`config.mk`:
```
export PLATFORM = sky130hd
export DESIGN_NAME = iseq_host_bridge
export DESIGN_NICKNAME = d
export VERILOG_FILES = /design/src/rtl/iseq_host_bridge.sv
export SDC_FILE = /design/constraint.sdc
export NUM_CORES = 1
export LEC_CHECK = 0
export ABC_CLOCK_PERIOD_IN_PS = 2150
export CORE_ASPECT_RATIO = 0.8
export CORE_MARGIN = 3
export CORE_UTILIZATION = 42
export DETAILED_ROUTE_END_ITERATION = 8
export PLACE_DENSITY = 0.83
export REMOVE_ABC_BUFFERS = 1
export SYNTH_ARGS = -nofsm -noshare
export SYNTH_HDL_FRONTEND = slang
export SYNTH_SLANG_ARGS = --single-unit
```
`constraint.sdc`:
```
create_clock -name clk -period 2.15 [get_ports clk]
set_clock_uncertainty 0.1 [all_clocks]
set_input_delay 0.43 -clock clk [delete_from_list [all_inputs] [get_ports clk]]
set_output_delay 0.43 -clock clk [all_outputs]
set_load 0.005 [all_outputs]
```
`src/rtl/iseq_host_bridge.sv`:
```
// Host-side bridge for softMC: feeds host instruction words over app_en/app_ack,
// keeps one sequence in flight, and streams readback FIFO entries out as 32-bit words.
module iseq_host_bridge #(
  parameter int DQ_WIDTH      = 64,
  parameter int START_TIMEOUT = 1024
) (
  input  logic                  clk,
  input  logic                  rst,
  input  logic                  host_rx_valid,
  output logic                  host_rx_ready,
  input  logic [31:0]           host_rx_data,
  input  logic                  host_rx_last,
  output logic                  app_en,
  input  logic                  app_ack,
  output logic [31:0]           app_instr,
  input  logic                  iq_full,
  input  logic                  processing_iseq,
  input  logic                  rdback_fifo_empty,
  output logic                  rdback_fifo_rden,
  input  logic [DQ_WIDTH*4-1:0] rdback_data,
  output logic                  host_tx_valid,
  input  logic                  host_tx_ready,
  output logic [31:0]           host_tx_data,
  output logic                  busy,
  output logic                  timeout_err
);
  localparam int RD_W  = DQ_WIDTH * 4;
  localparam int NW    = RD_W / 32;
  localparam int IDX_W = (NW > 1) ? $clog2(NW) : 1;
  localparam int CNT_W = 17;
  localparam logic [CNT_W-1:0] CNT_LAST = CNT_W'(START_TIMEOUT - 1);
  localparam logic [IDX_W-1:0] IDX_LAST = IDX_W'(NW - 1);

  typedef enum logic [1:0] {ACCEPT, WAIT_START, WAIT_DONE} state_e;

  state_e            state_q, state_d;
  logic              hold_valid_q, hold_valid_d;
  logic              hold_last_q, hold_last_d;
  logic [31:0]       app_instr_q, app_instr_d;
  logic [CNT_W-1:0]  cnt_q, cnt_d;
  logic [RD_W-1:0]   buf_q, buf_d;
  logic              buf_valid_q, buf_valid_d;
  logic [IDX_W-1:0]  idx_q, idx_d;
  logic [NW-1:0][31:0] buf_words;
  logic              rx_hs, ack_hs, tx_hs;

  // Ready and pop are gated by reset so every output reads 0 while rst is held.
  assign host_rx_ready    = ~rst & (state_q == ACCEPT) & ~hold_valid_q & ~iq_full;
  assign rx_hs            = host_rx_valid & host_rx_ready;
  assign ack_hs           = hold_valid_q & app_ack;
  assign app_en           = hold_valid_q;
  assign app_instr        = app_instr_q;
  assign rdback_fifo_rden = ~rst & ~buf_valid_q & ~rdback_fifo_empty;
  assign tx_hs            = buf_valid_q & host_tx_ready;
  assign host_tx_valid    = buf_valid_q;
  assign buf_words        = buf_q;
  assign host_tx_data     = buf_words[idx_q];
  assign busy             = (state_q != ACCEPT) | hold_valid_q | buf_valid_q;

  always_comb begin
    state_d      = state_q;
    hold_valid_d = hold_valid_q;
    hold_last_d  = hold_last_q;
    app_instr_d  = app_instr_q;
    cnt_d        = cnt_q;
    timeout_err  = 1'b0;
    if (rx_hs) begin
      app_instr_d  = host_rx_data;
      hold_last_d  = host_rx_last;
      hold_valid_d = 1'b1;
    end
    if (ack_hs) hold_valid_d = 1'b0;
    case (state_q)
      ACCEPT: begin
        if (ack_hs && hold_last_q) begin
          state_d = WAIT_START;
          cnt_d   = '0;
        end
      end
      WAIT_START: begin
        // A start seen on the final timeout cycle still wins over the error.
        if (processing_iseq) begin
          state_d = WAIT_DONE;
        end else if (cnt_q == CNT_LAST) begin
          timeout_err = 1'b1;
          state_d     = ACCEPT;
        end else begin
          cnt_d = cnt_q + 1'b1;
        end
      end
      WAIT_DONE: if (!processing_iseq) state_d = ACCEPT;
      default:   state_d = ACCEPT;
    endcase
  end

  always_comb begin
    buf_d       = buf_q;
    buf_valid_d = buf_valid_q;
    idx_d       = idx_q;
    if (rdback_fifo_rden) begin
      buf_d       = rdback_data;
      buf_valid_d = 1'b1;
      idx_d       = '0;
    end else if (tx_hs) begin
      idx_d = idx_q + 1'b1;
      if (idx_q == IDX_LAST) buf_valid_d = 1'b0;
    end
  end

  always_ff @(posedge clk) begin
    if (rst) begin
      state_q      <= ACCEPT;
      hold_valid_q <= 1'b0;
      hold_last_q  <= 1'b0;
      app_instr_q  <= '0;
      cnt_q        <= '0;
      buf_q        <= '0;
      buf_valid_q  <= 1'b0;
      idx_q        <= '0;
    end else begin
      state_q      <= state_d;
      hold_valid_q <= hold_valid_d;
      hold_last_q  <= hold_last_d;
      app_instr_q  <= app_instr_d;
      cnt_q        <= cnt_d;
      buf_q        <= buf_d;
      buf_valid_q  <= buf_valid_d;
      idx_q        <= idx_d;
    end
  end
endmodule
```
==> impl_metrics.json <==
{
  "slowest_delay_ps": 500,
  "ys_seq_elements": 313,
  "antenna_found_initial": 4,
  "drt_pre_antenna_iters": 5,
  "dp_hpwl_mm": 24.8,
  "rsz0062_at_grt": "yes",
  "path_clk_slew_ps": 60,
  "ys.flop_type": "dfxtp_1",
  "num_vias": 10035,
  "cts_max_level": 1,
  "io_pins": 367,
  "clock-sinks": 313,
  "worstMarginPinSlew_ps": 773,
  "crit_top_cell": "buf_12",
  "synth_cell_types": 46,
  "rows": 54,
  "end_kind": "output port",
  "placed_cells": 1704,
  "synth.area.top_cells": "dfxtp_1, a22o_1, mux4_2",
  "fin_cells": 1791,
  "gr-total-overflow": 0,
  "track_usage_pct": 23.2,
  "finalMaxSlewViolations": 0,
  "core_area_sq_mm": 0.0276,
  "area_growth_pct": 53.6,
  "violations": "setup timing",
  "cts_tree": "yes",
  "hold_viol_final": 0,
  "ant_nets": 0,
  "synth_top_area_share_pct": 52.7,
  "fp.dieH_um": 156,
  "synth_top_area_cell": "dfxtp_1",
  "cts_buffer_depth": 3,
  "dpl_worst_slack_ps": -455,
  "io_buffer_count": 366,
  "period_minus_slack_ps": 2760,
  "final_nets": 1701,
  "setup_slack_ps": -614,
  "finalPower_uw": 14100,
  "synth-seq-area-share_pct": 52.7,
  "critical-path-slowest-cell": "mux4_2",
  "dieArea_sq_mm": 0.0304,
  "critPathMaxFanout": 5,
  "hp-class": "in2reg",
  "yosys_warnings": 0,
  "min_period_over_period_pct": 129,
  "critPathArrivalTime_ps": 2230,
  "drtIter0Drc": 571,
  "syn_inst": 988,
  "setup_viol": 35,
  "syn-cell-area_sq_mm": 0.0119,
  "p_leak_uw": 0.00706,
  "via_per_inst": 5.60,
  "drv_cap": 0,
  "critPathKind": "reg2out",
  "grt_max_degree": 82,
  "crit_chain": "buf_12 > buf_12 > buf_8 > mux4_2 > mux2_4 > buf_6",
  "cts-root-buf": "clkbuf_16",
  "yosysMostFrequentCell": "dfxtp_1",
  "peakVddDrop_mv": 0.764,
  "drc": 0,
  "finalWirelength_mm": 36.9,
  "status": "finished with violations",
  "power.density_mw_per_mm2": 774,
  "holdBufCountCts": 0,
  "required_ps": 1620,
  "cts_buffers": 30,
  "synth_edf_count": 0,
  "clock_latency_ps": 560,
  "max_freq_ghz": 0.362,
  "initial_core_util_pct": 43.1,
  "utilization_pct": 66.2,
  "avgSynthCellArea_sq_um": 12.0,
  "slew_headroom_pct": 48.5,
  "routedWlPerCell_um": 20.6,
  "drive_above_1_share_pct": 21.6,
  "grt_pass1_vias": 10372,
  "yosys-top-cells-count": "dfxtp_1, a22o_1, nand2_1, clkbuf_1, mux4_2",
  "die_w_um": 194,
  "gp_congestion": 0.887,
  "async_reset_ff_share_pct": 0,
  "crit_path_start_kind": "register",
  "grt_pass1_wl_mm": 57.4
}
## repair_timing
action | 4_1_cts | 5_1_grt
pin swaps | 4 | 6
buffers inserted | 21 | 6
gates resized for setup | 224 | 13
setup endpoints to repair | 37 | 42
cloned | 4 | 0
## where the power goes
group	switching (uW)	total [uW]	internal (uW)
logic	600	1800	1200
registers	197	6350	6150
clock network	2320	5980	3660
total	3110	14100	11000
## cell families (layout without fill, tap and decap cells)
logic type	after synthesis	in the layout	synth area share (%)
compound gates	337	337	23.0
xor+xnor	2	2	0.147
fa+ha+maj	3	3	0.316
buf+inv	99	535	3.22
flops	313	313	52.7
mux	98	98	15.3
other cells	0	3	0
simple gates	136	136	5.27
## state kept, by name (all words and copies together) (netlist names)
register       cells
idx_q              3
buf_q            256
app_instr         32
cnt_q             17
hold_last_q        1
host_tx_valid      1
app_en             1
state_q            2
## through the flow
step	area, sq um	hold slack (ps)	setup TNS [ps]
2_1_floorplan	11500	336	-3376780
3_3_place_gp	16500	334	-56250
3_5_place_dp	16500	348	-62380
4_1_cts	18200	276	-20200
5_1_grt	18300	310	-21530
6_report	18300	310	-18560
## worst paths after layout
check | endpoint | slack, ps | cells after the start | startpoint
max | host_tx_data[30] | -610 | 6 | idx_q[0]
min | app_instr[1] | 310 | 3 | host_rx_data[1]
max reg2reg | cnt_q[5] | 20 | 4 | cnt_q[16]
min reg2reg | app_instr[15] | 360 | 2 | app_instr[15]
## layout make-up
cell class              count  area (sq um)
fillers                  1976          9310
clock buffers              41           832
multi-input cells         576          5440
clock inverters            14           282
well taps                 364           455
inverters                   7          26.3
flip-flops and latches    313          6280
repair buffers            473          4940
diodes                      3          7.51
## worst max-delay path: cells and delay by family (launching register included)
family | cells | cell delay [ps]
mux | 2 | 780
buf+inv | 4 | 490
flops | 1 | 380
## placed cells by master (no fill, tap or decap), drive strengths merged, types with 3 or more instances in the layout
cell / instances
a22o: 257
buf: 139
nor2: 13
a2bb2oi: 3
o21ai: 38
a211oi: 5
nand4: 3
inv: 7
and3: 6
or3: 3
nand2: 82
dfxtp: 313
bufinv: 8
mux4: 64
clkinv: 6
nor3: 5
clkbuf: 41
and4: 3
clkdlybuf4s15: 4
a31oi: 3
clkdlybuf4s50: 330
diode: 3
mux2: 34
a21oi: 15
a22oi: 3
ha: 3
nand3: 9
## routing by layer
metal	up-vias	share of wire, %	GRT usage, %
met5	-	0.024	0
met1	4874	42	30.1
li1	4665	-	-
met4	2	3.0	6.90
met2	420	47	38.7
met3	74	8.2	5.98
Note: power is estimated with default switching activity, not from simulation.
